**src/rtl/debounce_bank.sv**
```systemverilog
// Multi-channel button/switch conditioner: synchroniser, eager debouncer with
// lockout, and press-duration tracker producing long-press and auto-repeat pulses.
module debounce_bank #(
  parameter int CHANNELS      = 4,
  parameter int SYNC_STAGES   = 2,
  parameter int PERIOD        = 1000000,
  parameter int LONG_PERIOD   = 50000000,
  parameter int REPEAT_PERIOD = 10000000
) (
  input  logic                clk,
  input  logic                resetn,
  input  logic [CHANNELS-1:0] signal_in,
  output logic [CHANNELS-1:0] level_out,
  output logic [CHANNELS-1:0] rise_pulse,
  output logic [CHANNELS-1:0] fall_pulse,
  output logic [CHANNELS-1:0] long_pulse,
  output logic [CHANNELS-1:0] repeat_pulse
);

  localparam int LOCK_W = $clog2(PERIOD);
  localparam int HOLD_W = $clog2(LONG_PERIOD + 1);
  localparam int REP_W  = (REPEAT_PERIOD > 2) ? $clog2(REPEAT_PERIOD) : 1;

  localparam logic [LOCK_W-1:0] LOCK_LAST = LOCK_W'(PERIOD - 1);
  localparam logic [HOLD_W-1:0] HOLD_LAST = HOLD_W'(LONG_PERIOD - 1);
  localparam logic [HOLD_W-1:0] HOLD_MAX  = HOLD_W'(LONG_PERIOD);
  localparam logic [REP_W-1:0]  REP_LAST  = REP_W'((REPEAT_PERIOD > 0) ? REPEAT_PERIOD - 1 : 0);
  localparam logic              REP_EN    = (REPEAT_PERIOD > 0);

  typedef enum logic {
    ST_READY   = 1'b0,
    ST_LOCKOUT = 1'b1
  } state_t;

  for (genvar i = 0; i < CHANNELS; i++) begin : g_ch
    logic [SYNC_STAGES-1:0] sync_q;
    logic [SYNC_STAGES-1:0] sync_d;
    logic                   sync;
    state_t                 state_q;
    state_t                 state_d;
    logic                   level_q, level_d;
    logic                   rise_q, rise_d;
    logic                   fall_q, fall_d;
    logic                   long_q, long_d;
    logic                   rpt_q, rpt_d;
    logic [LOCK_W-1:0]      lock_q, lock_d;
    logic [HOLD_W-1:0]      hold_q, hold_d;
    logic [REP_W-1:0]       rep_q, rep_d;

    assign sync_d = {sync_q[SYNC_STAGES-2:0], signal_in[i]};
    assign sync   = sync_q[SYNC_STAGES-1];

    // Debounce FSM and hold tracker next-state logic.
    always_comb begin
      state_d = state_q;
      level_d = level_q;
      lock_d  = lock_q;
      rise_d  = 1'b0;
      fall_d  = 1'b0;
      long_d  = 1'b0;
      rpt_d   = 1'b0;
      hold_d  = hold_q;
      rep_d   = rep_q;

      case (state_q)
        ST_READY: begin
          if (sync != level_q) begin
            level_d = sync;
            rise_d  = sync;
            fall_d  = ~sync;
            lock_d  = '0;
            state_d = ST_LOCKOUT;
          end else begin
            lock_d  = '0;
          end
        end
        ST_LOCKOUT: begin
          if (lock_q == LOCK_LAST) begin
            lock_d  = '0;
            state_d = ST_READY;
          end else begin
            lock_d  = lock_q + LOCK_W'(1);
          end
        end
        default: begin
          lock_d  = '0;
          state_d = ST_READY;
        end
      endcase

      // Keying off level_d lets a release on this edge suppress long/repeat.
      if (!level_d || rise_d) begin
        hold_d = '0;
        rep_d  = '0;
      end else if (hold_q == HOLD_LAST) begin
        hold_d = HOLD_MAX;
        rep_d  = '0;
        long_d = 1'b1;
      end else if (hold_q == HOLD_MAX) begin
        if (REP_EN && (rep_q == REP_LAST)) begin
          rep_d = '0;
          rpt_d = 1'b1;
        end else if (REP_EN) begin
          rep_d = rep_q + REP_W'(1);
        end else begin
          rep_d = '0;
        end
      end else begin
        hold_d = hold_q + HOLD_W'(1);
      end
    end

    // Channel state registers.
    always_ff @(posedge clk or negedge resetn) begin
      if (!resetn) begin
        sync_q  <= '0;
        state_q <= ST_READY;
        level_q <= 1'b0;
        rise_q  <= 1'b0;
        fall_q  <= 1'b0;
        long_q  <= 1'b0;
        rpt_q   <= 1'b0;
        lock_q  <= '0;
        hold_q  <= '0;
        rep_q   <= '0;
      end else begin
        sync_q  <= sync_d;
        state_q <= state_d;
        level_q <= level_d;
        rise_q  <= rise_d;
        fall_q  <= fall_d;
        long_q  <= long_d;
        rpt_q   <= rpt_d;
        lock_q  <= lock_d;
        hold_q  <= hold_d;
        rep_q   <= rep_d;
      end
    end

    assign level_out[i]    = level_q;
    assign rise_pulse[i]   = rise_q;
    assign fall_pulse[i]   = fall_q;
    assign long_pulse[i]   = long_q;
    assign repeat_pulse[i] = rpt_q;
  end

endmodule

```
**config.mk**
```make
export PLATFORM = sky130hd
export DESIGN_NAME = debounce_bank
export DESIGN_NICKNAME = d
export VERILOG_FILES = /design/src/rtl/debounce_bank.sv
export SDC_FILE = /design/constraint.sdc
export NUM_CORES = 1
export LEC_CHECK = 0
export BUFFER_PORTS_ARGS = -buffer_cell sky130_fd_sc_hd__buf_2
export CORE_MARGIN = 2
export CORE_UTILIZATION = 57
export DETAILED_ROUTE_END_ITERATION = 10
export PLACE_DENSITY = 0.77
export SLEW_MARGIN = 20
export SYNTH_ARGS = -nofsm -noshare
export SYNTH_HDL_FRONTEND = slang
export SYNTH_SLANG_ARGS = --single-unit
```
**constraint.sdc**
```tcl
create_clock -name clk -period 2.4 [get_ports clk]
set_input_delay 0.24 -clock clk [delete_from_list [all_inputs] [get_ports clk]]
set_output_delay 0.24 -clock clk [all_outputs]
set_load 0.1 [all_outputs]
```
* Yosys cells after proc, flatten, opt, wreduce, memory -nomap -nowiden *
Cells that the tools add are included.

word-level totals
  flip-flop bits (word level) = 312
  latch bits = 0
  memory bits (writable) = 0
  memory bits (read-only) = 0
  output and inout bits = 20
  memories = 0

cells by class
  add/subtract/negate cells = 12
  multiply operators = 0
  div/mod/pow operators = 0
  $lt $le $gt $ge = 0
  eq/ne operators = 24
  shifts and indexed selects = 0
  multiplexer cells = 96
  bitwise logic cells = 8
  reduce and logical (&&, ||, !) cells = 12

operator list
  cell                     number
  $mux W24                 16
  $mux W26                 12
  $eq A26 B26 Y1 const B   8
  $pmux W20 S2             4
  $add A26 B1 Y26 const B  4
  $add A24 B1 Y24 const B  4
  $eq A24 B24 Y1 const B   4
  $add A20 B1 Y20 const B  4
  $eq A20 B20 Y1 const B   4
  $mux W20                 4
  $mux W1                  56
  $ne A3 B3 Y1 const B     4
  $reduce_bool A3 Y1       4
  $not A1 Y1               8
  $pmux W1 S2              4
  $logic_not A1 Y1         4
  $logic_or A1 B1 Y1       4
  $ne A1 B1 Y1             4

* Logic depth before layout (Yosys ltp) *
Gate-level depths: netlist (run 1).

  depth after elaboration = 6
  mapped depth = 9
  mapped depth without buffers = 7

* Least setup slack after synthesis (run 1) *
OpenSTA, ideal clock, no wires.

  kind = reg-to-reg
  from = register g_ch[3].hold_q[16]
  to = register g_ch[3].rep_q[10]
  library setup time = 0.124 ns
  data arrival time = 2.110 ns
  path slack = 0.166 ns
  stages on the path, launching flop included = 7
  buffers on the path = 1
  path through = dfrtp_1 -> or4_4 -> nor4_4 -> o211ai_1 -> and2_1 -> buf_2 -> a211o_1

between the ends
  word-level cells in the longest chain between the ends = 3
  elaborated cells between the ends (all ways) = 5

RTL lines
  item                    line  RTL
  from (decl)             47    logic [HOLD_W-1:0] hold_q, hold_d;
  from (signal assigned)  135   hold_q <= hold_d;
  $eq A26 B26 Y1          95    end else if (hold_q == HOLD_LAST) begin
  $mux W24                95
  $mux W24                92    if (!level_d || rise_d) begin
  to (signal assigned)    136   rep_q <= rep_d;
  to (decl)               48    logic [REP_W-1:0] rep_q, rep_d;

Parallel ways exist; a longest one is shown, timed or not.
A chain may end at the register's enable or synchronous reset.

* Worst setup path in the final report (run 1) *
  from = register g_ch[1].rep_q[16]
  to = register g_ch[1].rep_q[12]

between the ends
  word-level cells in the longest chain between the ends = 5

RTL lines
  item                    line  RTL
  from (decl)             48
  from (signal assigned)  136
  $eq A24 B24 Y1          100   if (REP_EN && (rep_q == REP_LAST)) begin
  $mux W24                100
  $mux W24                99    end else if (hold_q == HOLD_MAX) begin
  $mux W24                95
  $mux W24                92

Every way passes these cells. The select of a mux whose other input is x is not followed.

==> impl_metrics.toml, run 1 <==
[grt]
antenna_found_initial = 0
grt_max_degree = 68
grt.overflow.total = 0
grt_pass1_vias = 13000
grt.total_usage_pct = 23.2
grt_pass1_wl_mm = 60.8

[yosys]
synth_top_family_by_area = "simple AND/OR/NAND/NOR gates"
yosysSeqAreaShare_pct = 47.2
synth_commonest_cells = "312 x dfrtp_1, 212 x nor2_1, 174 x nand3_1, 134 x nand2_1, 94 x xor2_1"
async_flop_share_pct = 100
synth-compound-area-share_pct = 8.02
synth_xor_area_share_pct = 8.80
synth_cell_types = 61
syn_avg_cell_area_um2 = 9.35
synth_area_um2 = 16500
synthAdderAreaFrac_pct = 1.82
ys_seq_elements = 312
synth_top_area_share_pct = 47.2
synth_area_leaders = "dfrtp_1 47%, nand3_1 5.3%, xor2_1 5.0%"
muxShareOfSynthArea_pct = 0.537
synth.most_common_cell = "dfrtp_1"
netlist_instances = 1767
synth_edf_count = 0
synth_simple_gate_area_share_pct = 29.7
synth.largest_area_cell = "dfrtp_1"
ys.warnings.count = 0
syn-num-nets = 1797
synthFlopType = "dfrtp_1"

[timing]
clock_skew_ps = 10.2
period_needed_ps = 2330
period_share_pct = 96.9
relSlewSlack_pct = 53.9
hold-worst-slack_ps = 262
worstMarginPinSlew_ps = 686
drv_slew = 0
finalSetupViolCount = 0
rsz0062_at_grt = "true"
fmax_mhz = 430
hold_violations = 0

[clock_tree]
cts_sinks = 312
path_clk_slew_ps = 60
cts_tree = "built"
cts_buffers = 35
cts_root_buf = "clkbuf_16"
clockBufferDepth = 3
h-tree-depth = 2
clock_latency_ps = 520

[critical_path]
cpPeakStageDelay_ps = 720
worstSetupPathType = "flop to flop"
cp_data_required_time_ps = 2800
crit_path_max_fanout = 7
crit_chain = "or4b_2 -> nor4_4 -> buf_4 -> buf_4 -> nor3_1 -> a211o_1"
reg2reg_slack_ps = 70
r2r_cells = 6
cpMostUsedCell = "buf_4"
worst_setup_path_start_kind = "flop"
worstPathArrival_ps = 2730
crit_family = "simple AND/OR/NAND/NOR gates"
rr_startpoint = "g_ch[1].rep_q[16]"
worst-path-buf-inv = 2
rr_endpoint = "g_ch[1].rep_q[12]"
slowest_stage = "or4b_2"
crit_path_end_kind = "flop"

[power]
leakage_nw = 8.31
ir_drop_mv = 0.674
powerDensity_nw_per_um2 = 752

[finish]
fin_cells = 2236
area_growth_pct = 13.3
n_antenna_cell = 0
drive_gt1_share_pct = 11.7
layout.nets = 1855

[worst_hold_path]
hp-class = "input pin to asynchronous set/reset pin"

[place]
port-buffer-count = 25
place.gp.congestion = 0.859
dp_hpwl_mm = 23.2
dp.cells = 2164

[floorplanning]
core-area_um2 = 28600
die-area_um2 = 30400
start_util_pct = 57.7
io-pin-count = 26
rows = 62
die_w_um = 174
die_h_um = 174

[detailed_routing]
via_count = 13200
wirelength_mm = 34.9
antenna_left = 0
dr.pass1.iters = 5
drc = 0
drt_iter0_drc = 1013
wl_per_cell_um = 15.6
vias_per_cell = 5.92

[flow_run]
max_cap_viol_count = 0

[run_status]
status = "complete, no violations"
==> kinds of logic (layout without fill, tap and decap cells) <==
family / after synthesis / in the layout
and+or+nand+nor: 922 / 922
DFF: 312 / 312
AOI/OAI and AO/OA: 191 / 191
xor gates and xnor gates: 166 / 166
buffers and inverters: 144 / 229
adders and majority gates: 24 / 24
muxes: 8 / 8
==> report_power, final <==
part	internal, mW	switching (mW)	total, mW
registers	5.59	0.329	5.92
logic	0.705	1.75	2.45
clock network	3.52	2.18	5.70
==> flip-flops by register name (all words and copies together) (netlist names), 8 cells and up <==
| register | flops |
|---|---|
| g_ch.lock_q | 80 |
| g_ch.sync_q | 8 |
| g_ch.hold_q | 104 |
| g_ch.rep_q | 96 |
==> layer usage <==
layer / GRT usage, % / part of all wire [%]
met4: 6.09 / 1.7
met2: 39.6 / 49
met1: 31.5 / 46
met5: 0 / 0
met3: 2.95 / 3.5
==> placed cells by master (no fill, tap or decap), types with 25 or more instances in the layout <==
| cell | count |
|---|---|
| dfrtp_1 | 311 |
| nor2_1 | 212 |
| nand3_1 | 174 |
| nand2_1 | 134 |
| xor2_1 | 94 |
| nand4_1 | 88 |
| buf_4 | 78 |
| xnor2_1 | 72 |
| inv_1 | 50 |
| nor4_1 | 45 |
| nor3_1 | 45 |
| and3_1 | 42 |
| clkbuf_16 | 36 |
| o21ai_0 | 35 |
| a21o_1 | 31 |
| or4_1 | 28 |
| or3_1 | 25 |
==> metrics by stage <==
stage	setup slack (ps)	TNS, ps	area (um^2)	utilization (%)	power [mW]
2_1_floorplan	166	0	16500	-	7.74
3_3_place_gp	147	0	17400	60.8	8.39
3_5_place_dp	85.8	0	17400	60.8	8.46
4_1_cts	62.9	0	18700	65.3	14.2
5_1_grt	-14.9	-31.9	18700	65.4	14.7
6_report	74.8	0	18700	65.4	14.1
==> repair_timing <==
action	in CTS	in global routing
endpoints found under the hold margin	57	0
setup endpoints to repair	0	24
gates resized for setup	0	5
hold buffers	5	0
buffers inserted	0	3
==> cell type report <==
cell class / count / area, um^2
Multi-Input combinational cell: 1311 / 8120
Timing Repair Buffer: 115 / 893
Inverter: 50 / 188
Clock inverter: 16 / 224
Sequential cell: 312 / 7810
Tap cell: 384 / 480
Fill cell: 2246 / 9900
Clock buffer: 48 / 1020
==> how the worst max path moves through the flow <==
stage | from | to | slack (ps) | depth (start not counted)
after global routing | g_ch[1].rep_q[16] | g_ch[1].rep_q[12] | -10 | 6
after floorplan | g_ch[3].hold_q[16] | g_ch[3].rep_q[10] | 170 | 6
after CTS | g_ch[3].hold_q[18] | g_ch[3].rep_q[23] | 60 | 6
final | g_ch[1].rep_q[16] | g_ch[1].rep_q[12] | 70 | 6
after detailed placement | g_ch[3].hold_q[18] | g_ch[3].rep_q[23] | 90 | 6
after global placement | g_ch[3].hold_q[18] | g_ch[3].rep_q[5] | 150 | 6
Power figures use the tool's default switching activity.
==> inputs of run 2 (changes only) <==
- MAX_ROUTING_LAYER: not set -> met4
==> run 2 against run 1 <==
Global-route usage grew 0.73 points. Critical path type unchanged. Cell count is the same. Largest cell class unchanged. Die area is the same. Combinational power is essentially flat. Flip-flop and latch count is the same. Non-clock buffer count is the same. Count of clock-buffer cells in the layout is the same. Clock power is essentially flat. Core utilization is the same. Final area is the same. Sequential power is essentially flat. Fmax is essentially flat.
==> impl_metrics.toml, run 2 (synthesis results as in run 1) <==
[run_status]
status = "complete, no violations"

[clock_tree]
cts_tree = "built"
cts_sinks = 312
path_clk_slew_ps = 60
clockBufferDepth = 3
h-tree-depth = 2
cts_root_buf = "clkbuf_16"
cts_buffers = 35
clock_latency_ps = 520

[timing]
period_share_pct = 96.9
fmax_mhz = 430
clock_skew_ps = 9.56
hold-worst-slack_ps = 263
relSlewSlack_pct = 54.5
fin_ws_ps = 73.7
finalSetupViolCount = 0
setup_tns_ps = 0
hold_violations = 0
worstMarginPinSlew_ps = 677
period_needed_ps = 2330
rsz0062_at_grt = "true"
drv_slew = 0

[grt]
grt.overflow.total = 0
grt_pass1_vias = 13000
grt.total_usage_pct = 24.0
grt_max_degree = 68
antenna_found_initial = 0
grt_pass1_wl_mm = 60.8

[place]
port-buffer-count = 25
place_ws_ps = 85.8
dp_hpwl_mm = 23.2
dpl_cell_area_um2 = 17400
dp.cells = 2164
place.gp.congestion = 0.872

[finish]
area_growth_pct = 13.3
final_common_cell = "dfrtp_1"
reg_top3 = "g_ch.hold_q (104), g_ch.rep_q (96), g_ch.lock_q (80)"
n_antenna_cell = 0
largest_register_ffs = 104
top_register = "g_ch.hold_q"
fin_area_um2 = 18700
finish.utilization_pct = 65.4
drive_gt1_share_pct = 11.7
final_cell_mix = "311 x dfrtp_1, 212 x nor2_1, 174 x nand3_1"
fillers = 2246
layout.nets = 1855
fin_cells = 2236

[detailed_routing]
wl_per_cell_um = 15.5
antenna_left = 0
via_count = 13200
vias_per_cell = 5.92
dr.pass1.iters = 5
drt_iter0_drc = 919
drc = 0
wirelength_mm = 34.8

[flow_run]
max_cap_viol_count = 0

[power]
leakage_nw = 8.31
fin_total_pwr_mw = 14.1
ir_drop_mv = 0.675
powerDensity_nw_per_um2 = 752

[critical_path]
worst-path-buf-inv = 2
worstSetupPathType = "flop to flop"
slowest_stage = "or4b_2"
crit_path_end_kind = "flop"
cpMostUsedCell = "buf_4"
cp_data_required_time_ps = 2800
cpPeakStageDelay_ps = 720
crit_family = "simple AND/OR/NAND/NOR gates"
crit_path_max_fanout = 7
worst_setup_path_start_kind = "flop"
worstPathArrival_ps = 2720
crit_chain = "or4b_2 -> nor4_4 -> buf_4 -> buf_4 -> nor3_1 -> a211o_1"

[floorplanning]
die_w_um = 174
io-pin-count = 26
die-area_um2 = 30400
start_util_pct = 57.7
core-area_um2 = 28600
rows = 62
die_h_um = 174

[worst_hold_path]
hp-class = "input pin to asynchronous set/reset pin"
## run 2: area by class of cell
cell class	count	area [um^2]	share of cell area, %
Clock buffer	48	1020	5.43
Multi-Input combinational cell	1311	8120	43.3
Tap cell	384	480	2.57
Clock inverter	16	224	1.20
Timing Repair Buffer	115	893	4.77
Inverter	50	188	1.00
Sequential cell	312	7810	41.7
## run 2: timing repair
| action | 4_1_cts | 5_1_grt |
|---|---|---|
| setup buffers | 0 | 3 |
| hold buffers | 5 | 0 |
| endpoints found under the hold margin | 57 | 0 |
| setup endpoints to repair | 0 | 23 |
| resized for setup | 0 | 5 |
## run 2: path summary, 6_finish.rpt
check	start	to	slack, ps	cells after the start
worst max-delay path	g_ch[1].rep_q[16]	g_ch[1].rep_q[12]	70	6
worst min-delay path	resetn	g_ch[1].lock_q[17]	260	2
worst max register to register	g_ch[1].rep_q[16]	g_ch[1].rep_q[12]	70	6
worst min register to register	g_ch[3].sync_q[0]	g_ch[3].sync_q[1]	350	0
max in group asynchronous	resetn	g_ch[1].rep_q[22]	1370	3
min in group clk	g_ch[3].sync_q[0]	g_ch[3].sync_q[1]	350	0
## run 2: report_power, final
group | switching [mW] | internal, mW
clock network | 2.18 | 3.52
logic | 1.75 | 0.705
registers | 0.330 | 5.59
total | 4.26 | 9.82
## run 2: worst reg2reg max path: stages (launching register included)
cell     delay [ps]
dfrtp_2         440
or4b_2          720
nor4_4          410
buf_4           170
buf_4           140
nor3_1           60
a211o_1         270
## run 2: layer usage
metal,routed length (um),track usage [%],up-vias,part of all wire [%]
met5,0,-,-,0
met4,594,6.09,0,1.7
met3,1280,2.95,64,3.7
met2,16900,39.6,273,49
met1,16000,31.6,6459,46
li1,-,-,6439,-
==> inputs of run 3 (changes only) <==
- PLACE_DENSITY: 0.77 -> 0.76
==> run 3 against run 2 <==
Critical endpoint unchanged. Count of clock-buffer cells in the layout down 3. Final area is 0.24% higher. Via count grew 0.17%. Fmax up 0.44%. Largest cell class unchanged. Sequential share of layout area decreased by 0.11 points. Die area unchanged. Flip-flop and latch count did not move. Sequential power hardly changed. Non-clock buffer count is 4 higher. Power shrank 0.48%. Setup slack gained 10 ps. Critical path type unchanged.
==> impl_metrics.toml, run 3 (synthesis results as in run 1) <==
[critical_path]
worst_setup_path_start_kind = "flop"
rr_startpoint = "g_ch[1].hold_q[13]"
crit_family = "simple AND/OR/NAND/NOR gates"
cpPeakStageDelay_ps = 760
r2r_cells = 5
cp_data_required_time_ps = 2840
startpoint = "g_ch[1].hold_q[13]"
crit_chain = "nand3_2 -> or4b_4 -> or4_2 -> nor4_2 -> a211o_1"
worst-path-buf-inv = 0
worstPathArrival_ps = 2760
crit_path_end_kind = "flop"
crit_path_max_fanout = 5
path_depth = 5
worstSetupPathType = "flop to flop"
slowest_stage = "or4_2"

[detailed_routing]
drc = 0
dr.pass1.iters = 6
vias_per_cell = 5.92
wl_per_cell_um = 15.4
drt_iter0_drc = 926
wirelength_mm = 34.6
via_count = 13300
antenna_left = 0

[grt]
antenna_found_initial = 0
grt_max_degree = 69
grt.total_usage_pct = 23.8
grt_pass1_wl_mm = 60.3
grt.overflow.total = 0
grt_pass1_vias = 13100

[timing]
fmax_mhz = 432
relSlewSlack_pct = 57.9
period_share_pct = 96.5
drv_slew = 0
hold_violations = 0
setup_tns_ps = 0
worstMarginPinSlew_ps = 626
clock_skew_ps = 21.6
finalSetupViolCount = 0
hold-worst-slack_ps = 293
period_needed_ps = 2320

[finish]
drive_gt1_share_pct = 12.1
area_growth_pct = 13.6
fin_area_um2 = 18800
fin_cells = 2239
final_common_cell = "dfrtp_1"
fillers = 2286
top_register = "g_ch.hold_q"
layout.nets = 1860
reg_top3 = "g_ch.hold_q (104), g_ch.rep_q (96), g_ch.lock_q (80)"
n_antenna_cell = 0
final_cell_mix = "312 x dfrtp_1, 212 x nor2_1, 174 x nand3_1"
largest_register_ffs = 104

[clock_tree]
h-tree-depth = 2
cts_tree = "built"
clock_latency_ps = 520
clockBufferDepth = 3
cts_buffers = 35
path_clk_slew_ps = 60
cts_sinks = 312
cts_root_buf = "clkbuf_16"

[power]
leakage_nw = 8.33
powerDensity_nw_per_um2 = 746
ir_drop_mv = 0.573

[place]
dp_hpwl_mm = 23.2
port-buffer-count = 25
place.gp.congestion = 0.831
dpl_cell_area_um2 = 17400
dp.cells = 2168

[run_status]
status = "complete, no violations"

[floorplanning]
die-area_um2 = 30400
rows = 62
die_h_um = 174
start_util_pct = 57.7
die_w_um = 174
core-area_um2 = 28600
io-pin-count = 26

[flow_run]
max_cap_viol_count = 0

[worst_hold_path]
hp-class = "input pin to asynchronous set/reset pin"
## run 3: stage by stage
stage	setup WS (ps)	util, %	power (mW)
global route	-8.87	65.6	14.7
CTS	63.0	65.4	14.1
detailed placement	71.1	60.9	8.51
global placement	91.5	60.9	8.44
floorplan	166	-	7.74
finish	84.0	65.6	14.0
## run 3: path summary, 6_finish.rpt
| path | to | slack (ps) |
|---|---|---|
| max in group asynchronous | g_ch[0].lock_q[15] | 1290 |
| min reg2reg | g_ch[1].sync_q[1] | 350 |
| max reg2reg | g_ch[1].rep_q[12] | 80 |
| min | g_ch[1].level_q | 290 |
| min in group clk | g_ch[1].sync_q[1] | 350 |
| max | g_ch[1].rep_q[12] | 80 |
## run 3: worst register-to-register path, stage by stage (launching register included)
cell and delay [ps]:
dfrtp_1 420, nand3_2 110, or4b_4 570, or4_2 760, nor4_2 260, a211o_1 120
## run 3: cell type report
type	instances	area (um^2)	area share, %
multi-input combinational	1312	8130	43.3
sequential	312	7810	41.6
clock buffer	45	1010	5.41
timing repair buffer	119	941	5.01
tap	384	480	2.56
clock inverter	17	208	1.11
inverter	50	188	1.00
## run 3: timing repair
action / CTS / global route
setup buffers: 0 / 3
gates resized for setup: 0 / 4
hold endpoints to repair: 62 / 0
setup endpoints to repair: 0 / 23
hold buffers: 5 / 0
## run 3: routing by layer
metal / up-vias / wire length (um) / track usage (%)
li1: 6444 / - / -
met1: 6472 / 15600 / 31.4
met2: 284 / 17000 / 39.5
met3: 58 / 1340 / 2.91
met4: 0 / 584 / 5.85
met5: - / 0 / -
## run 3: power by group
part	internal [mW]	total, mW	leakage [nW]	switching (mW)
registers	5.59	5.93	4.27	0.339
clock network	3.43	5.57	0.614	2.15
logic	0.760	2.50	3.45	1.74
